`config.mk`:
```
export PLATFORM = sky130hd
export DESIGN_NAME = reg_file_sb
export DESIGN_NICKNAME = d
export VERILOG_FILES = /design/src/rtl/reg_file_pkg.sv /design/src/rtl/reg_scoreboard.sv /design/src/rtl/reg_file_sb.sv
export SDC_FILE = /design/constraint.sdc
export NUM_CORES = 1
export LEC_CHECK = 0
export CORE_ASPECT_RATIO = 1.25
export CORE_MARGIN = 5
export CORE_UTILIZATION = 40
export CTS_CLUSTER_SIZE = 8
export DETAILED_ROUTE_END_ITERATION = 10
export PLACE_DENSITY = 0.61
export SLEW_MARGIN = 10
export SYNTH_ARGS = -nofsm -noshare
export SYNTH_HDL_FRONTEND = slang
export SYNTH_HIERARCHICAL = 1
export SYNTH_SLANG_ARGS = --single-unit
export TNS_END_PERCENT = 50
```
`constraint.sdc`:
```
create_clock -name clk -period 6.4 [get_ports clk]
set_clock_uncertainty 0.15 [all_clocks]
set_input_delay 1.28 -clock clk [delete_from_list [all_inputs] [get_ports clk]]
set_output_delay 1.28 -clock clk [all_outputs]
set_load 0.01 [all_outputs]
```
`src/rtl/reg_file_pkg.sv`:
```
// Shared defaults for the register file with scoreboard.
package reg_file_pkg;
    localparam int DATA_W_DEF   = 16;
    localparam int ADDR_W_DEF   = 3;
    localparam int ZERO_REG_DEF = 1;
    localparam int NUM_REGS     = 2 ** ADDR_W_DEF;
endpackage

```
`src/rtl/reg_scoreboard.sv`:
```
// Pending-write scoreboard: one busy bit per register.
// Set by a reservation and cleared by a committed write. When both hit the
// same register in one cycle, the reservation wins because it is newer.
module reg_scoreboard import reg_file_pkg::*; #(
    parameter int ADDR_W   = ADDR_W_DEF,
    parameter int ZERO_REG = ZERO_REG_DEF
) (
    input  logic              clk,
    input  logic              reset,
    input  logic              resv_en,
    input  logic [ADDR_W-1:0] resv_addr,
    input  logic              we,
    input  logic [ADDR_W-1:0] rd,
    input  logic [ADDR_W-1:0] rs,
    input  logic [ADDR_W-1:0] rt,
    output logic              busy1,
    output logic              busy2
);
    localparam int DEPTH = 2 ** ADDR_W;

    logic [DEPTH-1:0] busy;
    logic [DEPTH-1:0] busy_nxt;
    logic             resv_ok;

    assign resv_ok = resv_en && !((ZERO_REG != 0) && (resv_addr == '0));

    // Next busy vector: the write clears first, so a same-address reservation overrides it.
    always_comb begin
        busy_nxt = busy;
        if (we) begin
            busy_nxt[rd] = 1'b0;
        end
        if (resv_ok) begin
            busy_nxt[resv_addr] = 1'b1;
        end
    end

    // Busy register with asynchronous clear.
    always_ff @(posedge clk or posedge reset) begin
        if (reset) begin
            busy <= '0;
        end else begin
            busy <= busy_nxt;
        end
    end

    // Read-side flags; a write in flight this cycle releases the flag immediately.
    always_comb begin
        busy1 = busy[rs] && !(we && (rd == rs));
        busy2 = busy[rt] && !(we && (rd == rt));
        if (reset || ((ZERO_REG != 0) && (rs == '0))) begin
            busy1 = 1'b0;
        end
        if (reset || ((ZERO_REG != 0) && (rt == '0))) begin
            busy2 = 1'b0;
        end
    end
endmodule

```
`src/rtl/reg_file_sb.sv`:
```
// Two-read, one-write register file with write bypass and a pending-write scoreboard.
module reg_file_sb import reg_file_pkg::*; #(
    parameter int DATA_W   = DATA_W_DEF,
    parameter int ADDR_W   = ADDR_W_DEF,
    parameter int ZERO_REG = ZERO_REG_DEF
) (
    input  logic              clk,
    input  logic              reset,
    input  logic [ADDR_W-1:0] rs,
    input  logic [ADDR_W-1:0] rt,
    input  logic [ADDR_W-1:0] rd,
    input  logic [DATA_W-1:0] wd,
    input  logic              we,
    input  logic              resv_en,
    input  logic [ADDR_W-1:0] resv_addr,
    output logic [DATA_W-1:0] rd1,
    output logic [DATA_W-1:0] rd2,
    output logic              busy1,
    output logic              busy2
);
    localparam int DEPTH = 2 ** ADDR_W;

    logic [DATA_W-1:0] regs [DEPTH];
    logic              wr_ok;

    // Writes to the hardwired zero register are dropped, which also keeps bypass off for it.
    assign wr_ok = we && !((ZERO_REG != 0) && (rd == '0));

    // Register storage with asynchronous clear.
    always_ff @(posedge clk or posedge reset) begin
        if (reset) begin
            for (int i = 0; i < DEPTH; i++) begin
                regs[i] <= '0;
            end
        end else if (wr_ok) begin
            regs[rd] <= wd;
        end
    end

    // Combinational read ports with same-cycle write bypass.
    always_comb begin
        rd1 = regs[rs];
        rd2 = regs[rt];
        if (wr_ok && (rd == rs)) begin
            rd1 = wd;
        end
        if (wr_ok && (rd == rt)) begin
            rd2 = wd;
        end
        if (reset || ((ZERO_REG != 0) && (rs == '0))) begin
            rd1 = '0;
        end
        if (reset || ((ZERO_REG != 0) && (rt == '0))) begin
            rd2 = '0;
        end
    end

    reg_scoreboard #(
        .ADDR_W   (ADDR_W),
        .ZERO_REG (ZERO_REG)
    ) u_scoreboard (
        .clk       (clk),
        .reset     (reset),
        .resv_en   (resv_en),
        .resv_addr (resv_addr),
        .we        (we),
        .rd        (rd),
        .rs        (rs),
        .rt        (rt),
        .busy1     (busy1),
        .busy2     (busy2)
    );
endmodule
```
== After elaboration in Yosys (flattened, before gate mapping) ==
Index checks and enable logic that the tools add are counted.
Operators by class
  $lt $le $gt $ge: 10
  equal/unequal tests: 2
  multiplexer cells: 25
  bitwise logic cells: 6
  reductions and logical operators: 21
Operators by type and width (number)
  16-bit 2-to-1 mux: 9
  128-bit bitwise mux: 1
  16-bit binary-select mux with 3-bit select: 2
  16-bit demux with 3-bit select: 1
  3-bit by 4-bit < comparator with 1-bit output, second input constant: 4
  8-bit 2-to-1 mux: 2
  4-bit greater-or-equal comparator, second input constant: 3
  3-bit zero test: 4
  3-bit NOT with 4-bit output: 3
  1-bit logical AND: 11
  8-bit AND: 1
  8-bit NOT: 1
  8-bit OR: 1
  1-bit binary-select mux with 3-bit select: 2
  1-bit demux with 3-bit select: 2
  3-bit equality test: 2
  3-bit by 1-bit greater-or-equal comparator with 1-bit output, second input constant: 2
  1-bit 2-to-1 mux: 6
  1-bit zero test: 4
  4-bit by 1-bit < comparator with 1-bit output, second input constant: 1
  1-bit logical OR: 2
Word-level totals
  register bits after elaboration: 136
  bits of input ports: 32
  output and inout port bits: 34
  logic and storage cells: 73

== Logic depth before layout (Yosys ltp) ==
  depth in word-level cells: 9
  depth in mapped cells: 7
  depth with buffers taken out: 4

== By module ==
Netlist, hierarchy kept.
Modules (own cells, without submodules)
  reg_file_sb: times used 1, cells an instance 488, area an instance 7345.8 um^2, seq. area each 3203.1 um^2
  reg_scoreboard: times used 1, cells an instance 58, area an instance 526.8 um^2, seq. area each 175.2 um^2

== Least setup slack after synthesis ==
No wires, ideal clock.
  path kind: input -> output
  start point: input rt[0]
  end point: output rd2[11]
  arrival time: 2.573 ns
  required time: 4.970 ns
  slack: 2.397 ns
  cell stages on the path: 6
  path buffers: 2
  path through: buf_4 buf_2 mux4_2 mux2i_1 nand3_1 o211a_1
On the way
  longest elaborated chain between the ends: 6
  elaborated cells on any way between the ends: 10
  those cells by class: 1 x eq/ne; 5 x mux; 1 x bitwise; 3 x reduce/logical
RTL lines
  start, declared: line reg_file_sb.sv:10  | input logic [ADDR_W-1:0] rt,
  3-bit NOT with 4-bit output (implied by the code): line reg_file_sb.sv:43  | rd2 = regs[rt];
  16-bit binary-select mux with 3-bit select: line reg_file_sb.sv:43
  16-bit 2-to-1 mux (implied by the code) (2 in a row): line reg_file_sb.sv:43
  16-bit 2-to-1 mux: line reg_file_sb.sv:47  | if (wr_ok && (rd == rt)) begin
  16-bit 2-to-1 mux (*): line reg_file_sb.sv:53  | if (reset || ((ZERO_REG != 0) && (rt == '0))) begin
  end, declared: line reg_file_sb.sv:17  | output logic [DATA_W-1:0] rd2,
Mark *: on every way between the ends. The rest lies on a longest branch, timed or not. The select of a mux whose other input is x is not followed.

== Worst setup path in the final report ==
  start point: input rd[0]
  end point: output rd1[4]
On the way
  longest elaborated chain between the ends: 6
  elaborated cells on any way between the ends: 7
  those cells by class: 1 x eq/ne; 2 x mux; 4 x reduce/logical
RTL lines
  start, declared: line reg_file_sb.sv:11  | input logic [ADDR_W-1:0] rd,
  3-bit zero test: line reg_file_sb.sv:27  | assign wr_ok = we && !((ZERO_REG != 0) && (rd == '0));
  1-bit zero test: line reg_file_sb.sv:27
  1-bit logical AND: line reg_file_sb.sv:27
  1-bit logical AND (*): line reg_file_sb.sv:44  | if (wr_ok && (rd == rs)) begin
  16-bit 2-to-1 mux (*): line reg_file_sb.sv:44
  16-bit 2-to-1 mux (*): line reg_file_sb.sv:50  | if (reset || ((ZERO_REG != 0) && (rs == '0))) begin
  end, declared: line reg_file_sb.sv:16  | output logic [DATA_W-1:0] rd1,
Mark *: on every way between the ends. The rest lies on a longest branch, timed or not.

==> run_results.csv <==
group,metric,value,unit
cts,cts-root-buf,"clkbuf_16",
global_routing,grt_max_degree,86,
synth,synth_top_family_by_area,"multiplexers",
timing,hold_viol,0,
detailed_routing,via_count,5158,
timing,postLayoutSetupSlackWorst,0.864,ns
timing,slew_viol_final,0,
critical_path,critPathLaunchType,"primary input",
floorplanning,die_area,22600,um^2
timing,clock.fmax,181,MHz
timing,max-slew-margin-rel,28.2,%
placement,place_congestion,0.867,
cts,htreeDepth,4,
min_path,hp-class,"reg -> reg",
synth,synthTopCellsByArea,"dfrtp_1 43%, mux4_2 18%, mux2_2 16%, mux2i_1 4.3%, o211a_1 4.1%",
detailed_routing,ant_nets,0,
finish,area.growth.synth_to_final,18.3,%
synth,synth_mux_area_share,39.2,%
synth,syn-num-nets,578,
synth,synth-compound-area-share,5.83,%
detailed_routing,drc,0,
critical_path,critPathArrivalTime,4.11,ns
detailed_routing,drt-total-wl,21000,um
floorplanning,core_region_area,19400,um^2
cts,cts_hold_buf,0,
detailed_routing,dr.pass1.iters,5,
global_routing,antenna_found_initial,0,
finish,fin_area,9310,um^2
power,report.power.total,0.00280,W
detailed_routing,drt-initial-drc-count,379,
cts,postCtsSetupBuffers,0,
floorplanning,start_util,40.6,%
finish,final_layout_size_suffix_gt1_share,41.2,%
timing,setup_viol,0,
cts,cts.sinks,135,
cts,cts_tree,"yes",
global_routing,gr-usage-all-layers,19.3,%
critical_path,crit_required,4.97,ns
timing,tns,0,ns
synth,yosys.area.top_type,"dfrtp_1",
finish,fin_nets,628,
placement,placedCellCount,842,
flow_run,drv_cap,0,
global_routing,grt.overflow.total,0,
synth,synthAdderAreaFrac,0,%
synth,netlist_area,7870,um^2
power,leakage,4.07,nW
synth,ys_warn_count,6,
synth,ys.flop_type,"dfrtp_1",
power,power.density,301,nW/um^2
floorplanning,die_w,135,um
timing,worst_pin_slew,1.08,ns
timing,rsz0062_at_grt,"no",
synth,yosysSeqAreaShare,42.9,%
synth,async_reset_ff_share,100,%
detailed_routing,avgViaCountPerCell,5.90,
critical_path,cp_max_fo,16,
synth,synth_edf_count,0,
synth,synth_simple_gate_area_share,5.96,%
floorplanning,fp-row-count,57,
outcome,outcome,"finished clean",
synth,yosysTopAreaCellShare,42.9,%
critical_path,endpoint_kind,"primary output",
cts,numCtsBuffers,17,
finish,instances_no_fill,874,
cts,cts_buffer_depth,2,
placement,place_ws,0.867,ns
synth,synthCells,546,
placement,dpl.hpwl,13700,um
placement,portBuffers,65,
synth,synth_cell_types,37,
global_routing,grt_pass1_wl,33000,um
placement,placed_area,8710,um^2
cts,path_clk_slew,0.06,ns
detailed_routing,wire_per_inst,24.1,um
global_routing,grt_pass1_vias,5526,
critical_path,path_class,"in -> out",
timing,period_minus_slack,5.54,ns
synth,synth_seq_cells,135,
finish,antenna_cells,0,
floorplanning,ios,66,
timing,min_period_over_period,86.5,%
cts,postCtsResizedCells,0,
floorplanning,die_h,167,um
synth,synthXorXnorAreaFrac,1.30,%
cts,clock_latency,0.41,ns
synth,syn_area_per_cell,14.4,um^2
power,irDropWorstVdd,0.185,mV
-- placed cells by master (no fill, tap or decap), drive strengths merged, types with 3 or more instances in the layout --
| cell type | n |
|---|---|
| dfrtp | 135 |
| nand3 | 32 |
| nor4bb | 4 |
| nor3 | 3 |
| o21ai | 12 |
| clkbuf | 19 |
| and2 | 3 |
| nand2 | 5 |
| bufinv | 3 |
| buf | 31 |
| nand4b | 3 |
| xnor2 | 10 |
| nand4 | 5 |
| mux2 | 116 |
| o211a | 32 |
| mux4 | 64 |
| clkinv | 7 |
| and2b | 3 |
| nand2b | 6 |
| mux2i | 34 |
| clkinvlp | 3 |
| clkdlybuf4s50 | 61 |
-- power by group --
part / internal, W / switching [W]
logic: 0.000413 / 0.000265
registers: 0.00102 / 0.000117
clock network: 0.000620 / 0.000369
-- worst paths after layout --
| kind | from | endpoint | slack [ns] | depth (start not counted) |
|---|---|---|---|---|
| max reg2reg | regs[75] | regs[75] | 5.46 | 1 |
| max | rd[0] | rd1[4] | 0.86 | 6 |
| min in group asynchronous | reset | u_scoreboard/busy[3] | 1.27 | 2 |
| min | regs[113] | regs[113] | 0.25 | 0 |
| min reg2reg | regs[113] | regs[113] | 0.25 | 0 |
| max in group asynchronous | reset | regs[35] | 3.35 | 3 |
-- layer usage --
layer | up-vias | GRT usage (%) | share of wire, %
li1 | 2229 | - | -
met1 | 2753 | 25.7 | 42
met2 | 148 | 32.2 | 51
met3 | 28 | 3.50 | 4.8
met4 | 0 | 5.70 | 1.9
met5 | - | 0 | 0
-- per-stage QoR --
stage               hold WS, ns  utilization, %
finish                    0.245            48.0
global route              0.261            48.0
CTS                       0.247            48.0
detailed placement        0.234            44.9
global placement          0.227            44.9
floorplan                 0.291               -
-- cell type report --
cell class	instances	area, um^2
clock buffer	19	443
timing repair buffer	92	846
tap	265	332
fill	1730	10100
inverter	2	10.0
multi-input combinational	348	4150
clock inverter	13	155
sequential	135	3380
-- critical path: stages --
cell and delay (ns):
clkdlybuf4s50_1 0.83, and2b_1 0.30, o211ai_2 0.10, and2_1 0.80
o211a_1 0.24, clkdlybuf4s50_1 0.54
-- cell families (layout without fill, tap and decap cells) --
group / count (synthesis) / in the layout
AND/OR/NAND/NOR: 72 / 72
flip-flops: 135 / 135
AO/OA/AOI/OAI: 52 / 52
buffers and inverters: 63 / 126
XOR/XNOR: 10 / 10
multiplexers: 214 / 214
-- sequential cells by signal, indices dropped and copies added (netlist names) --
| signal | count |
|---|---|
| regs | 128 |
| u_scoreboard/busy | 7 |
-- cells in the mapped netlist, types with 4 or more instances --
library cell,instances
mux2i_1,34
mux2_2,112
nand2_1,5
nand2b_1,6
nand3_1,32
xnor2_1,8
clkbuf_1,20
buf_6,11
mux4_2,64
o211a_1,32
nor4bb_1,4
buf_4,8
buf_2,21
o21ai_0,12
mux2_1,4
dfrtp_1,135
No activity file was read; power rests on OpenSTA's default activity.
